`src/rtl/load_exec_unit.sv`:
```
// load_exec_unit
//   Executes one load at a time from the load buffer: issues an 8-byte
//   aligned memory request, waits for the 64-bit response, extracts and
//   extends the addressed byte/halfword/word, then broadcasts the result on
//   the CDB. A squash abandons the load at any point; a response that is
//   still owed to the memory system after a squash is drained and dropped.
//
// Ports
//   clock, reset             rising-edge clock, synchronous active-high reset
//   lb_read_mem              load buffer has a load ready
//   lb_address/_rob_tag/_mem_size  load byte address, ROB tag, funct3
//   lb_exec_stall            load not accepted this cycle
//   squash                   mispredict flush
//   mem_req/mem_addr/mem_gnt memory request handshake (8-byte aligned addr)
//   mem_rvalid/mem_rdata     64-bit memory response
//   cdb_valid/cdb_tag/cdb_value/cdb_grant  CDB broadcast handshake
module load_exec_unit #(
    parameter int unsigned XLEN  = 32,
    parameter int unsigned TAG_W = 5
) (
    input  logic             clock,
    input  logic             reset,
    input  logic             lb_read_mem,
    input  logic [XLEN-1:0]  lb_address,
    input  logic [TAG_W-1:0] lb_rob_tag,
    input  logic [2:0]       lb_mem_size,
    output logic             lb_exec_stall,
    input  logic             squash,
    output logic             mem_req,
    output logic [XLEN-1:0]  mem_addr,
    input  logic             mem_gnt,
    input  logic             mem_rvalid,
    input  logic [63:0]      mem_rdata,
    output logic             cdb_valid,
    output logic [TAG_W-1:0] cdb_tag,
    output logic [XLEN-1:0]  cdb_value,
    input  logic             cdb_grant
);

    typedef enum logic [2:0] {
        IDLE,
        REQ,
        WAIT,
        BCAST,
        DRAIN
    } state_t;

    state_t             state_q, state_d;
    logic [XLEN-1:0]    addr_q,  addr_d;
    logic [TAG_W-1:0]   tag_q,   tag_d;
    logic [2:0]         size_q,  size_d;
    logic [63:0]        data_q,  data_d;

    logic [7:0]         byte_sel;
    logic [15:0]        half_sel;
    logic [31:0]        word_sel;
    logic [XLEN-1:0]    ext_value;

    always_ff @(posedge clock) begin
        if (reset) begin
            state_q <= IDLE;
            addr_q  <= '0;
            tag_q   <= '0;
            size_q  <= '0;
            data_q  <= '0;
        end else begin
            state_q <= state_d;
            addr_q  <= addr_d;
            tag_q   <= tag_d;
            size_q  <= size_d;
            data_q  <= data_d;
        end
    end

    always_comb begin
        state_d = state_q;
        addr_d  = addr_q;
        tag_d   = tag_q;
        size_d  = size_q;
        data_d  = data_q;

        unique case (state_q)
            IDLE: begin
                if (lb_read_mem && !squash) begin
                    addr_d  = lb_address;
                    tag_d   = lb_rob_tag;
                    size_d  = lb_mem_size;
                    state_d = REQ;
                end
            end
            REQ: begin
                // A squash coinciding with a grant still leaves a response in
                // flight, so it must be drained rather than dropped.
                if (squash) begin
                    state_d = mem_gnt ? DRAIN : IDLE;
                end else if (mem_gnt) begin
                    state_d = WAIT;
                end
            end
            WAIT: begin
                if (squash) begin
                    state_d = mem_rvalid ? IDLE : DRAIN;
                end else if (mem_rvalid) begin
                    data_d  = mem_rdata;
                    state_d = BCAST;
                end
            end
            BCAST: begin
                if (squash || cdb_grant) begin
                    state_d = IDLE;
                end
            end
            DRAIN: begin
                if (mem_rvalid) begin
                    state_d = IDLE;
                end
            end
            default: state_d = IDLE;
        endcase
    end

    // Lane selection uses only the offset bits at or above the access size,
    // so misaligned low bits are silently ignored.
    assign byte_sel = data_q[{addr_q[2:0], 3'b000} +: 8];
    assign half_sel = data_q[{addr_q[2:1], 4'b0000} +: 16];
    assign word_sel = data_q[{addr_q[2], 5'b00000} +: 32];

    always_comb begin
        case (size_q)
            3'b000:  ext_value = XLEN'($signed(byte_sel));
            3'b001:  ext_value = XLEN'($signed(half_sel));
            3'b100:  ext_value = XLEN'(byte_sel);
            3'b101:  ext_value = XLEN'(half_sel);
            default: ext_value = XLEN'($signed(word_sel));
        endcase
    end

    assign lb_exec_stall = (state_q != IDLE) || squash;
    assign mem_req       = (state_q == REQ);
    assign mem_addr      = {addr_q[XLEN-1:3], 3'b000};
    assign cdb_valid     = (state_q == BCAST);
    assign cdb_tag       = tag_q;
    assign cdb_value     = ext_value;

endmodule

```
`config.mk`:
```
export PLATFORM = sky130hd
export DESIGN_NAME = load_exec_unit
export DESIGN_NICKNAME = d
export VERILOG_FILES = /design/src/rtl/load_exec_unit.sv
export SDC_FILE = /design/constraint.sdc
export NUM_CORES = 1
export LEC_CHECK = 0
export CAP_MARGIN = 20
export CORE_MARGIN = 3
export CORE_UTILIZATION = 46
export CTS_CLUSTER_SIZE = 40
export DETAILED_ROUTE_END_ITERATION = 8
export GPL_TIMING_DRIVEN = 0
export PLACE_DENSITY = 0.79
export SETUP_SLACK_MARGIN = 0.05
export SKIP_LAST_GASP = 1
export SYNTH_ARGS = -nofsm -noshare
export SYNTH_HDL_FRONTEND = slang
export SYNTH_SLANG_ARGS = --single-unit
```
`constraint.sdc`:
```
create_clock -name clock -period 2.81 [get_ports clock]
set_clock_uncertainty 0.15 [all_clocks]
set_input_delay 0.4215 -clock clock [delete_from_list [all_inputs] [get_ports clock]]
set_output_delay 0.4215 -clock clock [all_outputs]
set_load 0.05 [all_outputs]
```
==> Yosys cells after proc, flatten, opt, wreduce, memory -nomap -nowiden <==
Index checks and enable logic that the tools add are counted.
{ "totals": {"out_inout_bits": 72, "elab_cells": 42, "reg_bits": 107, "inputBits": 111} }
{ "op_classes": {"n_shift": 3, "n_eq_ne": 12, "bitwise_logic": 1, "muxes": 11, "n_reduce_logical": 10} }
{ "op_table": {"columns": ["op", "n"], "rows": [
  ["32-bit case mux with 4 select lines", 1],
  ["64-bit by 7-bit indexed part select with 16-bit output", 1],
  ["64-bit by 7-bit indexed part select with 32-bit output", 1],
  ["64-bit by 7-bit indexed part select with 8-bit output", 1],
  ["3-bit 2-to-1 mux", 9],
  ["3-bit case mux with 5 select lines", 1],
  ["3-bit == test, second input constant", 3],
  ["3-bit by 1-bit == test with 1-bit output, second input constant", 2],
  ["3-bit by 2-bit == test with 1-bit output, second input constant", 2],
  ["3-bit logical NOT", 2],
  ["5-bit AND reduction", 1],
  ["2-bit != test, second input constant", 2],
  ["3-bit by 2-bit != test with 1-bit output, second input constant", 1],
  ["3-bit != test, second input constant", 1],
  ["3-bit AND reduction", 1],
  ["3-bit nonzero test", 1],
  ["1-bit logical OR", 2],
  ["2-bit by 1-bit != test with 1-bit output, second input constant", 1],
  ["2-bit AND reduction", 1],
  ["1-bit logical AND", 1],
  ["1-bit logical NOT", 1],
  ["1-bit NOT", 1]
]} }

==> Depth between registers and ports, before layout <==
Gate-level depths: netlist of run 1.
{ "logic_depth": {"ltp_word": 4, "depth_mapped": 6, "mapped_depth_nobuf": 4} }

==> Worst setup path after synthesis of run 1 <==
OpenSTA, ideal clock, no wires.
{ "synth_timing": {"path_kind": "register to output", "startpoint": "register size_q[1]", "endpoint": "output cdb_value[20]", "n_path_buf": 3, "slack_ps": 69, "t_required_ps": 2239, "path_stages_with_launch": 6, "t_arrival_ps": 2169, "path_cell_list": "dfxtp_1 clkbuf_1 or2_2 buf_1 clkbuf_1 o21ai_0"} }
{ "synth_via": {"elab_chain_cells": 2, "elab_cells_between_ends": 5, "cone_classes": "eq/ne (3); mux (1); reduce/logical (1)"} }
{ "synth_lines": {"columns": ["element", "line_no", "text"], "rows": [
  ["start, declared", "51", "logic [2:0] size_q, size_d;"],
  ["start signal, assigned", "70", "size_q <= size_d;"],
  ["3-bit == test, or another cell as far along", "129", "case (size_q)"],
  ["32-bit case mux with 4 select lines (*)", "129", null],
  ["end, declared", "36", "output logic [XLEN-1:0] cdb_value,"]
]} }
Every way passes the cells marked *; elsewhere a longest branch is shown, timed or not.

==> Worst setup path after layout of run 1 <==
{ "layout_timing": {"startpoint": "register addr_q[1]", "endpoint": "output cdb_value[28]"} }
{ "layout_via": {"elab_chain_cells": 2, "elab_cells_between_ends": 3, "cone_classes": "shift (2); mux (1)"} }
{ "layout_lines": {"columns": ["element", "line_no", "text"], "rows": [
  ["start, declared", "49", "logic [XLEN-1:0] addr_q, addr_d;"],
  ["start signal, assigned", "68", "addr_q <= addr_d;"],
  ["64-bit by 7-bit indexed part select with 16-bit output / 64-bit by 7-bit indexed part select with 8-bit output (equally long branches)", "125, 124", null],
  ["32-bit case mux with 4 select lines (*)", "129", null]
]} }
Marked as above.

==> results of run 1 <==
synth_stat cells, types with 2 or more instances:
library cell,number,area [µm²]
a211o_1,5,43.8
a21oi_1,107,536
a221o_1,3,30.0
a22oi_1,7,52.6
and3b_1,2,17.5
buf_1,2,7.51
buf_2,15,75.1
buf_4,35,263
clkbuf_1,56,210
dfxtp_1,107,2140
inv_1,6,22.5
mux2_2,13,146
mux2i_1,28,280
nand2_1,19,71.3
nand2b_1,2,12.5
nand3_1,104,521
nor2_1,9,33.8
nor2b_1,2,12.5
nor3b_1,2,15.0
nor4b_1,2,17.5
o21ai_0,114,571
o221a_2,7,78.8
o22ai_1,11,68.8
o2bb2ai_1,4,35.0
how the worst min path moves through the flow:
stage / from / cells after the start / to
finish: lb_read_mem / 3 / addr_q[1]
global route: lb_read_mem / 3 / addr_q[1]
CTS: lb_read_mem / 3 / addr_q[1]
detailed placement: data_q[2] / 2 / data_q[2]
global placement: data_q[29] / 2 / data_q[29]
floorplan: data_q[49] / 2 / data_q[49]
state kept, by name, summed over array words and instances, names as in the netlist:
signal / flops
addr_q: 32
data_q: 64
state_q: 3
size_q: 3
cdb_tag: 5
power groups by stage:
stage               clock (mW)  combinational [mW]  sequential (mW)
global placement             0               0.652             1.60
detailed placement           0               0.660             1.60
global route              1.28               0.722             1.57
CTS                       1.23               0.671             1.56
floorplan                    0               0.359             1.61
finish                    1.21               0.684             1.57
per-stage QoR:
stage	setup TNS [ns]	utilization [%]
2_1_floorplan	0	-
3_3_place_gp	-7.34	64.4
3_5_place_dp	-7.42	64.4
4_1_cts	0	67.4
5_1_grt	-0.00287	68.3
6_report	0	68.3
area by class of cell:
| cell class | instances | area (µm²) | area share [%] |
|---|---|---|---|
| Buffer | 108 | 619 | 7.91 |
| Clock buffer | 12 | 256 | 3.28 |
| Clock inverter | 3 | 22.5 | 0.288 |
| Inverter | 7 | 26.3 | 0.336 |
| Multi-Input combinational cell | 457 | 2820 | 36.0 |
| Sequential cell | 107 | 2140 | 27.4 |
| Tap cell | 143 | 179 | 2.29 |
| Timing Repair Buffer | 184 | 1770 | 22.6 |
cell families (layout without fill, tap and decap cells):
logic type | Yosys count | in the layout | synth area share (%)
buf+inv | 116 | 314 | 10.9
flops | 107 | 107 | 39.4
simple gates | 149 | 149 | 14.0
mux | 44 | 44 | 9.15
other cells | 1 | 3 | 0.0689
compound gates | 261 | 261 | 26.6
repair_timing:
action                                  CTS  global route
pin swaps                                 3             1
buffers inserted                          2             3
gates cloned                              0             3
gates resized for setup                 201            40
endpoints found under the setup margin   33            30
routing by layer:
layer  wire (µm)  part of all wire [%]  GRT usage (%)
met1        7670                    40           34.3
met2        9320                    48           47.6
met3        1670                   8.7           7.16
met4         573                   3.0           11.2
met5           0                     0              0
critical path, delay by kind of cell (launching register included):
| kind | cells | cell delay (ns) |
|---|---|---|
| AO/OA/AOI/OAI | 1 | 0.14 |
| multiplexers | 2 | 0.84 |
| buffers and inverters | 3 | 0.54 |
| flip-flops | 1 | 0.35 |
==> metrics.md, run 1 <==
| Metric | Value |
|---|---|
| Status | `finished, final reports clean` |
| Tightest Pin Transition | `0.690 ns` |
| Drt drc | `0` |
| Synthesis-to-finish area growth | `43.9%` |
| Largest net degree at the start of global routing | `17` |
| Vias in the first global route | `5729` |
| Worst R2R End | `data_q[20]` |
| Setup CP Type | `reg -> out` |
| Chip width | `between 100 and 150 µm` |
| Slowest stage delay, CP | `0.56 ns` |
| All-Layer GR Usage | `between 20% and 30%` |
| DP Worst Slack | `-0.561 ns` |
| R2r startpoint | `state_q[2]` |
| Htree depth | `3` |
| Post-Place Cells | `999` |
| Number of synthesized register bits | `107` |
| Num rows | `39` |
| Post-Syn Area per Cell | `roughly 8 µm²` |
| Comb pwr share | `19.8%` |
| Reg2Reg Depth | `6` |
| DRT iter0 DRCs | `roughly 570` |
| Final Hold Slack | `0.309 ns` |
| Sequential share of power | `45.2%` |
| DP Area | `about 7400 µm²` |
| Die height | `roughly 110 µm` |
| Crit-path max FO | `7` |
| Yosys warnings | `0` |
| Initial DRT Pass Iterations | `5` |
| # clock sinks | `about 110` |
| Cell mode on critical path | `buf_4` |
| Die area | `13200 µm²` |
| Skew-Pair Late Insertion Delay | `about 0.36 ns` |
| Commonest cells after routing, fill and taps aside | `clkdlybuf4s50_1 (143), o21ai_0 (114), a21oi_1 (107), dfxtp_1 (106), nand3_1 (104)` |
| HPWL after detailed placement | `14.4 mm` |
| Worst VDD drop | `0.000470 V` |
| Internal Power | `2.50 mW` |
| Crit start category | `flop` |
| Post-synthesis async set-or-reset flop share | `0%` |
| Layout fillers | `959` |
| Total power | `3.46 mW` |
| Final worst-path setup slack | `0.0178 ns` |
| First-pass GRT wire length | `between 20 and 30 mm` |
| Max_cap viols | `0` |
| Critical path capture point | `cdb_value[28]` |
| Reg-to-reg slack, setup | `0.69 ns` |
| Worst Hold Class | `in -> reg` |
| Avg WL per Cell | `18.8 µm` |
| Post-DR vias/cell | `5.85` |
| RSZ-0062 raised after global routing | `true` |
| CP startpoint | `addr_q[1]` |
| Core area | `11500 µm²` |
| Synth Flop Type | `dfxtp_1` |
| Sequential fraction of the synthesis area | `39.4%` |
| Final std cells w/o fill | `1021` |
| Min Tclk post-route | `2.79 ns` |
| Nets | `985` |
| Setup crit end kind | `primary output` |
| Initial antenna violation count | `0` |
| GRT Residual Overflow | `0` |
| CTS tree | `done` |
| Root Buffer | `clkbuf_16` |
| Worst-path clk slew | `0.07 ns` |
| Final Cell Area | `slightly below 8000 µm²` |
| Post-Synthesis Cells | `just under 700` |
| Crit path DAT | `2.22 ns` |
| Antenna-violating nets left | `0` |
| Power per cell area | `about 440 nW/µm²` |
| Req. time, crit path | `2.24 ns` |
| Starting density of the core | `47.5%` |
| Final Slew Violations | `0` |
| Max Fclk | `approximately 360 MHz` |
| Layout cell share with drive strength beyond 1 | `16.7%` |
| Sw frac | `27.8%` |
| Critical-path cell list | `buf_6 -> mux4_2 -> mux2i_4 -> buf_4 -> o21ai_0 -> buf_4` |
| Cts hold-fix bufs | `0` |
| Leading cell type in the layout, fill and taps excluded | `clkdlybuf4s50_1` |
| Post-Syn Area | `5440 µm²` |
| Final WL | `19.2 mm` |
| RD Place Congestion | `0.920` |
| Final hold vios | `0` |
| IO Pins | `183` |
| CTS max path bufs | `2` |
| Max_slew headroom | `54.0%` |
| Num CTS Buffers | `9` |
| Leak | `2.83 nW` |
| I/O Buffers | `176` |
| Post-synth EDFFs | `0` |
| P_sw | `approximately 0.96 mW` |
| Final setup vio count | `0` |
| Clock share of power | `35.0%` |
| Crit share post-route | `99.4%` |
| Via count | `5970` |
| Diode count | `0` |
| Synth cell types | `40` |
| Slowest stage cell, crit path | `mux4_2` |
Note: power is estimated with default switching activity, not from simulation.
==> run 2: changes to the inputs <==
--- a/config.mk
+++ b/config.mk
@@ -7,11 +7,12 @@
 export LEC_CHECK = 0
 export CAP_MARGIN = 20
 export CORE_MARGIN = 3
-export CORE_UTILIZATION = 46
+export CORE_UTILIZATION = 60
 export CTS_CLUSTER_SIZE = 40
 export DETAILED_ROUTE_END_ITERATION = 8
+export DONT_BUFFER_PORTS = 1
 export GPL_TIMING_DRIVEN = 0
-export PLACE_DENSITY = 0.79
+export PLACE_DENSITY = 0.74
 export SETUP_SLACK_MARGIN = 0.05
 export SKIP_LAST_GASP = 1
 export SYNTH_ARGS = -nofsm -noshare
==> run 2 against run 1 <==
Global-route usage grew 2.8 points. Utilization grew 2.1 points. Final cell count shrank 21%. Critical path type unchanged.
==> metrics.md, run 2 (synthesis gave the netlist of run 1 again) <==
| Metric | Value |
|---|---|
| Die height | `101 µm` |
| Largest net degree at the start of global routing | `21` |
| R2r startpoint | `state_q[1]` |
| I/O Buffers | `0` |
| Reg-to-reg slack, setup | `between 0.4 and 0.5 ns` |
| Final Hold Slack | `0.0128 ns` |
| Worst-path clk slew | `0.12 ns` |
| Max Fclk | `362 MHz` |
| Final setup vio count | `0` |
| Root Buffer | `clkbuf_8` |
| WHS Path Cells | `2` |
| Slowest stage cell, crit path | `o21ai_1` |
| Starting density of the core | `a little over 60%` |
| Reg2Reg Depth | `6` |
| Crit path DAT | `about 2.2 ns` |
| Crit share post-route | `between 90 and 100%` |
| Core area | `8760 µm²` |
| Worst R2R End | `size_q[0]` |
| Final hold vios | `0` |
| Power per cell area | `483 nW/µm²` |
| Number of flip-flops in the largest register | `64` |
| Status | `finished, final reports clean` |
| Num rows | `34` |
| WP buf/inv | `1` |
| Leading cell type in the layout, fill and taps excluded | `a21oi_1` |
| # clock sinks | `107` |
| First-pass GRT wire length | `25.0 mm` |
| Slowest stage delay, CP | `around 0.85 ns` |
| HPWL after detailed placement | `about 12 mm` |
| Die area | `10200 µm²` |
| Hold Crit Endpoint | `cdb_tag[4]` |
| Num CTS Buffers | `9` |
| Setup CP Type | `reg -> out` |
| Initial antenna violation count | `0` |
| RD Place Congestion | `0.949` |
| Hold Startpoint | `lb_rob_tag[4]` |
| Chip width | `101 µm` |
| Final WL | `16.4 mm` |
| Crit-path max FO | `7` |
| Max_slew headroom | `29.0%` |
| Vias in the first global route | `4829` |
| GRT Residual Overflow | `0` |
| Setup crit end kind | `primary output` |
| Critical-path cell list | `buf_6 -> mux4_2 -> mux2i_4 -> o21ai_1` |
| Via count | `5210` |
| Total power | `between 2 and 3 mW` |
| Worst Hold Class | `in -> reg` |
| DRT iter0 DRCs | `roughly 430` |
| Skew-Pair Late Insertion Delay | `0.39 ns` |
| Final Slew Violations | `0` |
| Initial DRT Pass Iterations | `5` |
| Critical path's top delay family | `compound AO/OA/AOI/OAI gates` |
| Drt drc | `0` |
| Tightest Pin Transition | `1.06 ns` |
| IO Pins | `about 180` |
| Diode count | `0` |
| Antenna-violating nets left | `0` |
| Commonest cells after routing, fill and taps aside | `a21oi_1 (107), dfxtp_1 (106), o21ai_0 (105), nand3_1 (104), clkbuf_1 (51)` |
| All-Layer GR Usage | `30.9%` |
| Nets | `808` |
| Post-DR vias/cell | `6.43` |
| Req. time, crit path | `2.24 ns` |
| Min Tclk post-route | `2.76 ns` |
| Max_cap viols | `0` |
| CTS tree | `done` |
| Worst VDD drop | `approximately 0.00033 V` |
| Layout cell share with drive strength beyond 1 | `18.5%` |
| Htree depth | `3` |
| Synthesis-to-finish area growth | `13.3%` |
| Biggest register | `data_q` |
| Avg WL per Cell | `20.2 µm` |
| CTS max path bufs | `2` |
| RSZ-0062 raised after global routing | `true` |
| Crit start category | `flop` |
| Leak | `between 2 and 2.5 nW` |
## run 2: cell types whose count changed in the layout (fill, tap and decap cells not counted), sizes merged, moves of 2 or more
cell | before | now
dlygate4sd3 | 0 | 5
clkinvlp | 0 | 2
clkdlybuf4s50 | 143 | 0
buf | 89 | 54
inv | 7 | 10
clkbuf | 71 | 65
## run 2: repair_timing
action	in CTS	in global routing
hold buffers	1	4
endpoints found under the hold margin	1	4
endpoints found under the setup margin	33	32
pin swaps	5	9
resized for setup	46	28
buffers inserted	1	1
## run 2: worst reg2reg max path: stages, from the launching register on
cell and delay, ns:
dfxtp_1 0.31, buf_2 0.18, nor4_4 0.48, inv_1 0.21, clkbuf_1 0.45, o21ai_0 0.31, a21oi_1 0.09
## run 2: worst max path at each step
stage / from / end / slack, ns / depth (start not counted)
floorplan: size_q[1] / cdb_value[20] / 0.07 / 5
global placement: size_q[1] / cdb_value[28] / -0.20 / 5
detailed placement: addr_q[2] / cdb_value[14] / 0.07 / 6
CTS: size_q[1] / cdb_value[30] / -0.05 / 5
global route: size_q[1] / cdb_value[21] / -0.02 / 3
finish: addr_q[1] / cdb_value[21] / 0.05 / 4
## run 2: final cells by class
type | instances | area (µm²)
flip-flops and latches | 107 | 2140
fillers | 738 | 2600
inverters | 7 | 26.3
clock inverters | 7 | 68.8
repair buffers | 7 | 65.1
well taps | 108 | 135
clock buffers | 9 | 124
multi-input cells | 457 | 2980
plain buffers | 108 | 626
## run 2: through the flow
stage | instances | setup TNS [ns] | cell area, µm² | utilization (%) | setup WS, ns
after floorplan | 680 | 0 | 5450 | - | 0.0691
final | 810 | 0 | 6170 | 70.4 | 0.0485
after CTS | 806 | -0.265 | 5990 | 68.4 | -0.0528
after global routing | 810 | -0.0324 | 6170 | 70.4 | -0.0239
after global placement | 788 | -0.585 | 5580 | 63.7 | -0.201
after detailed placement | 788 | 0 | 5590 | 63.8 | 0.0740
## run 2: routing by layer
metal  routed length, µm  GRT usage [%]  up-vias
met1                6640           41.7     2483
met4                 446           11.2        0
met5                   0              0        -
met2                7750           48.4      230
met3                1560           7.16       35
li1                    -              -     2462
## run 2: where the power goes
part | internal (mW) | switching, mW | total [mW]
registers | 1.55 | 0.0313 | 1.58
clock network | 0.346 | 0.588 | 0.934
logic | 0.129 | 0.335 | 0.464
total | 2.02 | 0.955 | 2.98
